<file path="config.mk">
export PLATFORM = sky130hd
export DESIGN_NAME = am2905_bus_arb_flat
export DESIGN_NICKNAME = d
export VERILOG_FILES = /design/src/rtl/am2905_bus_arb_if.sv /design/src/rtl/am2905_bus_arb.sv /design/src/flat_wrapper.sv
export SDC_FILE = /design/constraint.sdc
export NUM_CORES = 1
export LEC_CHECK = 0
export BUFFER_PORTS_ARGS = -buffer_cell sky130_fd_sc_hd__buf_2
export CORE_UTILIZATION = 54
export DETAILED_ROUTE_END_ITERATION = 10
export PLACE_DENSITY = 0.91
export SYNTH_ARGS = -nofsm -noshare
export SYNTH_HDL_FRONTEND = slang
export SYNTH_SLANG_ARGS = --single-unit
</file>
<file path="constraint.sdc">
create_clock -name clk -period 4.7 [get_ports clk]
set_input_delay 0.235 -clock clk [delete_from_list [all_inputs] [get_ports clk]]
set_output_delay 0.235 -clock clk [all_outputs]
set_load 0.005 [all_outputs]
</file>
<file path="src/rtl/am2905_bus_arb_if.sv">
// Control and request bundle between the am2905 bus arbiter and its requesters/transceivers.
// The master modport is the arbiter side. The slave modport is the requester/transceiver side.
interface am2905_bus_arb_if #(
  parameter int NREQ = 4,
  parameter int IDXW = 2
);
  logic [NREQ-1:0]      req;
  logic [NREQ-1:0]      src_sel;
  logic [NREQ*IDXW-1:0] dst;
  logic [NREQ-1:0]      sel;
  logic [NREQ-1:0]      drcp;
  logic [NREQ-1:0]      be_;
  logic [NREQ-1:0]      rle_;
  logic [NREQ-1:0]      ack;
  logic                 busy;
  logic [IDXW-1:0]      gnt_id;

  modport master (
    input  req, src_sel, dst,
    output sel, drcp, be_, rle_, ack, busy, gnt_id
  );

  modport slave (
    output req, src_sel, dst,
    input  sel, drcp, be_, rle_, ack, busy, gnt_id
  );
endinterface

</file>
<file path="src/rtl/am2905_bus_arb.sv">
// Round-robin sequencer sharing one open-collector bus among NREQ am2905 transceivers.
// Each grant runs one transfer: SETUP, STROBE, DRIVE (x DRIVE_CYC), CAPTURE, RELEASE.
module am2905_bus_arb #(
  parameter int NREQ      = 4,
  parameter int IDXW      = 2,
  parameter int DRIVE_CYC = 1
) (
  input  logic              clk,
  input  logic              reset,
  am2905_bus_arb_if.master  bus
);
  localparam int DRV = (DRIVE_CYC < 1) ? 1 : DRIVE_CYC;
  localparam int CW  = (DRV > 1) ? $clog2(DRV) : 1;

  typedef enum logic [2:0] {IDLE, SETUP, STROBE, DRIVE, CAPTURE, RELEASE} state_t;

  state_t          state, state_nx;
  logic [IDXW-1:0] g, g_nx, d, d_nx, ptr, ptr_nx;
  logic            s, s_nx;
  logic [CW-1:0]   cnt, cnt_nx;
  logic [NREQ-1:0] sel_nx, drcp_nx, be_nx, rle_nx, ack_nx;

  // Two-pass rotating priority: lowest requester above ptr, else lowest at/below ptr.
  logic            found_hi, found_lo, s_hi, s_lo;
  logic [IDXW-1:0] win_hi, win_lo, dst_hi, dst_lo;

  always_comb begin
    // NOTE: every always_comb output gets a default first so no path can infer a latch.
    found_hi = 1'b0;
    found_lo = 1'b0;
    win_hi   = '0;
    win_lo   = '0;
    dst_hi   = '0;
    dst_lo   = '0;
    s_hi     = 1'b0;
    s_lo     = 1'b0;
    for (int i = NREQ - 1; i >= 0; i--) begin
      if (bus.req[i]) begin
        if (i > int'(ptr)) begin
          found_hi = 1'b1;
          win_hi   = IDXW'(i);
          dst_hi   = bus.dst[i*IDXW +: IDXW];
          s_hi     = bus.src_sel[i];
        end else begin
          found_lo = 1'b1;
          win_lo   = IDXW'(i);
          dst_lo   = bus.dst[i*IDXW +: IDXW];
          s_lo     = bus.src_sel[i];
        end
      end
    end
  end

  always_comb begin
    state_nx = state;
    g_nx     = g;
    d_nx     = d;
    s_nx     = s;
    ptr_nx   = ptr;
    cnt_nx   = cnt;
    case (state)
      IDLE: begin
        if (found_hi || found_lo) begin
          state_nx = SETUP;
          g_nx     = found_hi ? win_hi : win_lo;
          d_nx     = found_hi ? dst_hi : dst_lo;
          s_nx     = found_hi ? s_hi   : s_lo;
          ptr_nx   = found_hi ? win_hi : win_lo;
        end
      end
      SETUP:   state_nx = STROBE;
      STROBE: begin
        state_nx = DRIVE;
        cnt_nx   = CW'(DRV - 1);
      end
      DRIVE: begin
        if (cnt == '0) state_nx = CAPTURE;
        else           cnt_nx   = cnt - CW'(1);
      end
      CAPTURE: state_nx = RELEASE;
      RELEASE: state_nx = IDLE;
      default: state_nx = IDLE;
    endcase
  end

  // Outputs are decoded from the next state so the registered values line up with it.
  always_comb begin
    sel_nx  = '0;
    drcp_nx = '0;
    be_nx   = '1;
    rle_nx  = '1;
    ack_nx  = '0;
    for (int i = 0; i < NREQ; i++) begin
      if (g_nx == IDXW'(i)) begin
        if (state_nx inside {SETUP, STROBE, DRIVE, CAPTURE}) sel_nx[i] = s_nx;
        if (state_nx == STROBE)                  drcp_nx[i] = 1'b1;
        if (state_nx inside {DRIVE, CAPTURE})    be_nx[i]   = 1'b0;
        if (state_nx == RELEASE)                 ack_nx[i]  = 1'b1;
      end
      // An out-of-range destination matches no slice, so no latch opens.
      if (d_nx == IDXW'(i) && state_nx == DRIVE) rle_nx[i] = 1'b0;
    end
  end

  // NOTE: sequential state uses non-blocking assignments so every register samples pre-edge values.
  always_ff @(posedge clk) begin
    if (reset) begin
      state       <= IDLE;
      g           <= '0;
      d           <= '0;
      s           <= 1'b0;
      ptr         <= IDXW'(NREQ - 1);
      cnt         <= '0;
      bus.sel     <= '0;
      bus.drcp    <= '0;
      bus.be_     <= '1;
      bus.rle_    <= '1;
      bus.ack     <= '0;
      bus.busy    <= 1'b0;
      bus.gnt_id  <= '0;
    end else begin
      state       <= state_nx;
      g           <= g_nx;
      d           <= d_nx;
      s           <= s_nx;
      ptr         <= ptr_nx;
      cnt         <= cnt_nx;
      bus.sel     <= sel_nx;
      bus.drcp    <= drcp_nx;
      bus.be_     <= be_nx;
      bus.rle_    <= rle_nx;
      bus.ack     <= ack_nx;
      bus.busy    <= (state_nx != IDLE);
      bus.gnt_id  <= g_nx;
    end
  end
endmodule
</file>
<file path="src/flat_wrapper.sv">
// flat-port wrapper written by rule: the top's interface ports become plain ports
module am2905_bus_arb_flat 
#(
  parameter int NREQ      = 4,
  parameter int IDXW      = 2,
  parameter int DRIVE_CYC = 1
)
  (clk, reset, bus_req, bus_src_sel, bus_dst, bus_sel, bus_drcp, bus_be_, bus_rle_, bus_ack, bus_busy, bus_gnt_id);
  am2905_bus_arb_if #(.NREQ(NREQ), .IDXW(IDXW)) bus_i ();
  input  logic clk;
  input  logic reset;
  input wire logic [$bits(bus_i.req)-1:0] bus_req;
  input wire logic [$bits(bus_i.src_sel)-1:0] bus_src_sel;
  input wire logic [$bits(bus_i.dst)-1:0] bus_dst;
  output wire logic [$bits(bus_i.sel)-1:0] bus_sel;
  output wire logic [$bits(bus_i.drcp)-1:0] bus_drcp;
  output wire logic [$bits(bus_i.be_)-1:0] bus_be_;
  output wire logic [$bits(bus_i.rle_)-1:0] bus_rle_;
  output wire logic [$bits(bus_i.ack)-1:0] bus_ack;
  output wire logic [$bits(bus_i.busy)-1:0] bus_busy;
  output wire logic [$bits(bus_i.gnt_id)-1:0] bus_gnt_id;
  assign bus_i.req = bus_req;
  assign bus_i.src_sel = bus_src_sel;
  assign bus_i.dst = bus_dst;
  assign bus_sel = bus_i.sel;
  assign bus_drcp = bus_i.drcp;
  assign bus_be_ = bus_i.be_;
  assign bus_rle_ = bus_i.rle_;
  assign bus_ack = bus_i.ack;
  assign bus_busy = bus_i.busy;
  assign bus_gnt_id = bus_i.gnt_id;
  am2905_bus_arb #(.NREQ(NREQ), .IDXW(IDXW), .DRIVE_CYC(DRIVE_CYC)) u_core (.clk(clk), .reset(reset), .bus(bus_i));
endmodule
</file>
==> results of run 1 <==
## kinds of logic (layout without fill, tap and decap cells)
family                    Yosys count  in the layout  share of synthesized area
AOI/OAI and AO/OA                  38             38                      0.183
xor gates and xnor gates            1              1                    0.00636
buffers and inverters              14             53                     0.0455
DFF                                31             31                      0.451
and+or+nand+nor                    74             74                      0.315
## routing by layer
metal	up-vias	GRT usage	part of all wire
li1	645	-	-
met1	611	0.313	0.44
met2	60	0.414	0.47
met3	15	0.0638	0.070
met4	0	0.105	0.023
met5	-	0	0
## registers in the layout, indices dropped and copies added (netlist names)
name and cells:
u_core.bus.ack 4, u_core.bus.sel 4, u_core.s 1, u_core.bus.rle_ 4, u_core.bus.be_ 4, u_core.d 2, u_core.bus.gnt_id 2, u_core.bus.drcp 4
u_core.state 3, u_core.bus.busy 1, u_core.ptr 2
## final timing paths
kind                       start                 end  slack [ns]  cells after the start
setup / recovery   u_core.ptr[1]   u_core.bus.be_[0]        2.42                      5
hold / removal    bus_src_sel[1]            u_core.s        0.23                      3
setup reg to reg   u_core.ptr[1]   u_core.bus.be_[0]        2.42                      5
hold reg to reg      u_core.d[1]  u_core.bus.rle_[1]        0.53                      2
## where the power goes
| group | leakage, nW | internal (W) | switching (W) |
|---|---|---|---|
| clock | 0.0386 | 0.0000880 | 0.0000834 |
| sequential | 0.253 | 0.000283 | 0.0000204 |
| combinational | 0.411 | 0.0000608 | 0.0000781 |
## placed cells by master (no fill, tap or decap), types with 2 or more instances in the layout
cell type,instances
sky130_fd_sc_hd__nand2_1,9
sky130_fd_sc_hd__nor2b_1,2
sky130_fd_sc_hd__clkbuf_8,2
sky130_fd_sc_hd__and3_1,3
sky130_fd_sc_hd__o31ai_1,3
sky130_fd_sc_hd__or2b_1,2
sky130_fd_sc_hd__o21ai_0,10
sky130_fd_sc_hd__nor2_1,17
sky130_fd_sc_hd__a2111oi_0,4
sky130_fd_sc_hd__a21oi_1,9
sky130_fd_sc_hd__nor3_1,3
sky130_fd_sc_hd__buf_2,40
sky130_fd_sc_hd__nand3_1,6
sky130_fd_sc_hd__nor4_1,4
sky130_fd_sc_hd__inv_1,5
sky130_fd_sc_hd__nand2b_1,6
sky130_fd_sc_hd__or4_1,2
sky130_fd_sc_hd__and2_1,5
sky130_fd_sc_hd__dfxtp_1,31
sky130_fd_sc_hd__or3_1,3
sky130_fd_sc_hd__clkbuf_4,5
## area by class of cell
cell class	instances	share of cell area
Tap cell	28	0.0214
Inverter	5	0.0115
Multi-Input combinational cell	113	0.424
Timing Repair Buffer	40	0.122
Clock buffer	8	0.0420
Sequential cell	31	0.379
## metrics by stage
| step | instance area (um2) | std cells | hold WS [ns] |
|---|---|---|---|
| after detailed placement | 1570 | 217 | 0.497 |
| after global routing | 1640 | 225 | 0.250 |
| after floorplan | 1380 | 158 | 0.319 |
| final | 1640 | 225 | 0.228 |
| after global placement | 1570 | 217 | 0.500 |
| after CTS | 1640 | 225 | 0.233 |
## worst max-delay path, cell delays in order (launching register included)
cell and delay [ns]:
sky130_fd_sc_hd__dfxtp_1 0.49, sky130_fd_sc_hd__nor3b_2 0.46, sky130_fd_sc_hd__nor3b_1 0.13, sky130_fd_sc_hd__a22oi_1 0.47
sky130_fd_sc_hd__or3b_4 0.47, sky130_fd_sc_hd__nand2b_4 0.14
==> run_results.csv, run 1 <==
group,metric,value,unit
run_status,status,"finished clean",
routing,route.final.wire_length,3110,um
logic_synthesis,synthArstFlopShare,0,
clock_network,post_cts_resized,0,
floorplan,die_x,52.5,um
floorplan,start_util,0.599,
sta,final-hold-violation-count,0,
clock_network,clk_root_buffer_cell,"sky130_fd_sc_hd__clkbuf_4",
floorplan,floorplan.io_pins,41,
routing,dr.first_iter.drc_count,51,
logic_synthesis,ys_seq_elements,31,
logic_synthesis,syn-instance-count,158,
placed_design,place_ws,2.48,ns
cells_and_area,n_antenna_cell,0,
placed_design,port-buffer-count,40,
sta,min_period,2.28,ns
grt,grtUsageTotal,0.253,
floorplan,fp.dieArea,2750,um2
clock_network,cts_buffers,5,
logic_synthesis,yosys-top-cells-count,"sky130_fd_sc_hd__dfxtp_1 (31), sky130_fd_sc_hd__nor2_1 (17), sky130_fd_sc_hd__o21ai_0 (10)",
sta,final.setup.worst_slack,2.42,ns
clock_network,cts_setup_buffers,0,
sta,totalNegativeSetupSlack,0,ns
clock_network,clock_tree.buffer_depth,2,
logic_synthesis,netlist.top_cell.by_area,"sky130_fd_sc_hd__dfxtp_1",
sta,timing_worst_slew_pin_value,0.629,ns
sta,rsz0062_at_grt,"false",
logic_synthesis,synth-edff-count,0,
worst_setup_path,critPathArrivalTime,2.48,ns
clock_network,numClockSinks,31,
grt,pin_count_of_the_biggest_net_entering_global_routing,21,
floorplan,die-height,52.5,um
cells_and_area,final_layout_size_suffix_gt1_frac,0.279,
routing,remaining_drc_errors,0,
grt,grt_first_pass_wirelength,5110,um
sta,setup_viol,0,
worst_setup_path,worstSetupStartpointType,"register",
clock_network,clkLatencyLatePin,0.32,ns
routing,antenna_left,0,
logic_synthesis,postSynthAreaPerCell,8.71,um2
routing,wl_per_cell,13.8,um
worst_setup_path,critical_path.endpoint_type,"register",
cells_and_area,filler_cell_count,185,
clock_network,cts-htree-levels,2,
power,p_leak,0.703,nW
logic_synthesis,synth.yosys.seq_area_share,0.451,
sta,skew,0.0119,ns
power,p_per_area,375,nW/um2
grt,first_global_vias,1224,
floorplan,placement_row_count,17,
logic_synthesis,most_common_flop_cell_mapped_by_yosys,"sky130_fd_sc_hd__dfxtp_1",
clock_network,clkSlewWorstSetupHoldPaths,0.10,ns
cells_and_area,final_core_utilization,0.712,
floorplan,coreArea,2300,um2
sta,fmax_achieved,0.439,GHz
clock_network,cts_tree,"done",
placed_design,dp_hpwl,2390,um
logic_synthesis,synth.net_count,176,
logic_synthesis,mappedNetlistArea,1380,um2
power,totalPowerFinal,0.000614,W
clock_network,hold_buffers,0,
worst_setup_path,crit_required,4.90,ns
sta,ratio_of_final_minimum_period_to_clock_period,0.485,
sta,slew_viol_final,0,
logic_synthesis,yosys.cell_count.top_type,"sky130_fd_sc_hd__dfxtp_1",
logic_synthesis,netlist.area_leader.share,0.451,
logic_synthesis,synth_cell_type_count,46,
logic_synthesis,synth.area.top_cells,"sky130_fd_sc_hd__dfxtp_1 (45%), sky130_fd_sc_hd__nor2_1 (4.6%), sky130_fd_sc_hd__o21ai_0 (3.6%)",
cells_and_area,design.final.nets,214,
sta,slew_headroom,0.570,
grt,grt_antenna_before_repair,0,
grt,gr-total-overflow,0,
logic_synthesis,yosys_warnings,0,
routing,vias_per_cell,5.92,
routing,drtPass1Iterations,4,
flow_run,cap_viol_max_count,0,
power,worst_ir_drop_vdd,0.314,mV
routing,dr_total_vias,1331,
worst_setup_path,worstSetupPathType,"register to register",
cells_and_area,multi_input_combinational_cell_area,693,um2
hold_path,hold_path.class,"primary input to register",
placed_design,gp_routability_congestion,0.962,
cells_and_area,layout_overhead_on_the_synthesized_area,18.9,%
worst_setup_path,critPathMaxFanout,20,
cells_and_area,seqCellArea,621,um2
Power figures use the tool's default switching activity.
==> inputs of run 2 (changes only) <==
--- a/config.mk
+++ b/config.mk
@@ -6,9 +6,9 @@
 export NUM_CORES = 1
 export LEC_CHECK = 0
 export BUFFER_PORTS_ARGS = -buffer_cell sky130_fd_sc_hd__buf_2
-export CORE_UTILIZATION = 54
+export CORE_UTILIZATION = 45
 export DETAILED_ROUTE_END_ITERATION = 10
-export PLACE_DENSITY = 0.91
+export PLACE_DENSITY = 0.82
 export SYNTH_ARGS = -nofsm -noshare
 export SYNTH_HDL_FRONTEND = slang
 export SYNTH_SLANG_ARGS = --single-unit
==> constraint.sdc (replaced) <==
create_clock -name clk -period 2 [get_ports clk]
set_input_delay 0.1 -clock clk [delete_from_list [all_inputs] [get_ports clk]]
set_output_delay 0.1 -clock clk [all_outputs]
set_load 0.005 [all_outputs]
==> run_results.csv, run 2 (same netlist as run 1, synthesis figures left out) <==
group,metric,value,unit
sta,ratio_of_final_minimum_period_to_clock_period,0.958,
clock_network,clock_tree.buffer_depth,2,
sta,min_period,1.92,ns
routing,dr_total_vias,1340,
placed_design,port-buffer-count,40,
power,p_per_area,834,nW/um2
sta,rsz0062_at_grt,"false",
cells_and_area,mostFrequentLayoutCell,"sky130_fd_sc_hd__buf_2",
sta,timing_worst_slew_pin_value,0.672,ns
grt,grt_first_pass_wirelength,5350,um
worst_setup_path,critical-path-top-delay-family,"simple AND/OR/NAND/NOR gates",
grt,first_global_vias,1237,
power,worst_ir_drop_vdd,0.580,mV
clock_network,cts_tree,"done",
sta,setup_viol,0,
placed_design,dpl.cell_count,234,
floorplan,placement_row_count,19,
clock_network,numClockSinks,31,
power,totalPowerFinal,0.00145,W
floorplan,start_util,0.487,
clock_network,cts-htree-levels,2,
hold_path,hold_path.class,"primary input to register",
flow_run,cap_viol_max_count,0,
worst_setup_path,cpMaxStageDelayCell,"sky130_fd_sc_hd__dfxtp_1",
sta,fmax_achieved,0.522,GHz
power,p_leak,0.762,nW
cells_and_area,layout_overhead_on_the_synthesized_area,26.3,%
run_status,violations_in_the_final_reports,"DRC",
clock_network,clk_root_buffer_cell,"sky130_fd_sc_hd__clkbuf_4",
worst_setup_path,critPathMaxFanout,8,
cells_and_area,final_layout_size_suffix_gt1_frac,0.341,
clock_network,cts_buffers,5,
cells_and_area,final_core_utilization,0.614,
clock_network,clkSlewWorstSetupHoldPaths,0.10,ns
routing,drtPass1Iterations,8,
floorplan,die-height,57.3,um
worst_setup_path,worstSetupPathType,"register to register",
sta,slew_headroom,0.541,
routing,remaining_drc_errors,1,
floorplan,die_x,57.3,um
sta,totalNegativeSetupSlack,0,ns
sta,slew_viol_final,0,
routing,antenna_left,0,
worst_setup_path,critPathMaxStageDelay,0.48,ns
cells_and_area,mostFrequentLayoutCells,"sky130_fd_sc_hd__buf_2 (40), sky130_fd_sc_hd__dfxtp_1 (30), sky130_fd_sc_hd__nor2_1 (17), sky130_fd_sc_hd__buf_4 (14), sky130_fd_sc_hd__o21ai_0 (10)",
clock_network,clkLatencyLatePin,0.33,ns
floorplan,coreArea,2830,um2
worst_setup_path,worstSetupStartpointType,"register",
routing,vias_per_cell,5.54,
placed_design,dp_hpwl,2460,um
cells_and_area,design.final.nets,228,
cells_and_area,final_cell_count_no_fill,242,
grt,grtUsageTotal,0.212,
run_status,status,"finished with violations",
routing,wl_per_cell,13.5,um
grt,gr-total-overflow,0,
routing,dr.first_iter.drc_count,43,
floorplan,fp.dieArea,3280,um2
grt,pin_count_of_the_biggest_net_entering_global_routing,14,
sta,final-hold-violation-count,0,
routing,route.final.wire_length,3260,um
worst_setup_path,critical_path.endpoint_type,"register",
worst_setup_path,crit_required,2.20,ns
worst_setup_path,crit_path_cell_trace,"and4b_1, a2111oi_0, or4_1, a31oi_1, nand3_1",
placed_design,gp_routability_congestion,0.837,
sta,whs,0.0814,ns
cells_and_area,n_antenna_cell,0,
floorplan,floorplan.io_pins,41,
clock_network,hold_buffers,0,
worst_setup_path,worstPathBufferInverterCount,0,
worst_setup_path,critPathArrivalTime,2.12,ns
grt,grt_antenna_before_repair,0,
sta,skew,0.00776,ns
## run 2: report_power, final
| group | switching, W | internal (W) |
|---|---|---|
| combinational | 0.000213 | 0.000188 |
| clock | 0.000213 | 0.000135 |
| sequential | 0.0000329 | 0.000667 |
## run 2: final cells by class
| cell class | instances | area, um2 |
|---|---|---|
| Tap cell | 31 | 38.8 |
| Fill cell | 240 | 1090 |
| Inverter | 5 | 18.8 |
| Multi-Input combinational cell | 113 | 699 |
| Clock buffer | 6 | 41.3 |
| Sequential cell | 31 | 622 |
| Timing Repair Buffer | 54 | 305 |
| Clock inverter | 2 | 12.5 |
## run 2: repair_timing
action                                  4_1_cts  5_1_grt
endpoints found under the hold margin         0        0
setup buffers                                 0        0
endpoints found under the setup margin        0       13
gates resized for setup                       0        3
## run 2: worst min-delay path: stages
cell,delay (ns)
sky130_fd_sc_hd__buf_2,0.10
sky130_fd_sc_hd__a2111oi_0,0.09
sky130_fd_sc_hd__nor2_1,0.09
## run 2: per-layer routing
layer	vias to the layer above	wire, um	GRT usage
met5	-	0	0
met4	0	31	0.0697
met3	5	164	0.0499
met2	38	1530	0.339
met1	619	1530	0.283
li1	678	-	-
## run 2: final timing paths
path,startpoint,end,slack (ns),depth (start not counted)
max,u_core.ptr[0],u_core.bus.rle_[1],0.08,5
min,bus_src_sel[1],u_core.s,0.08,3
max reg2reg,u_core.ptr[0],u_core.bus.rle_[1],0.08,5
min reg2reg,u_core.s,u_core.s,0.52,2
## run 2: through the flow
| step | area, um2 | setup WS [ns] |
|---|---|---|
| 6_report | 1740 | 0.0848 |
| 5_1_grt | 1740 | 0.00590 |
| 4_1_cts | 1730 | 0.0440 |
| 3_5_place_dp | 1680 | 0.0637 |
| 3_3_place_gp | 1680 | 0.0843 |
| 2_1_floorplan | 1380 | 0.0759 |
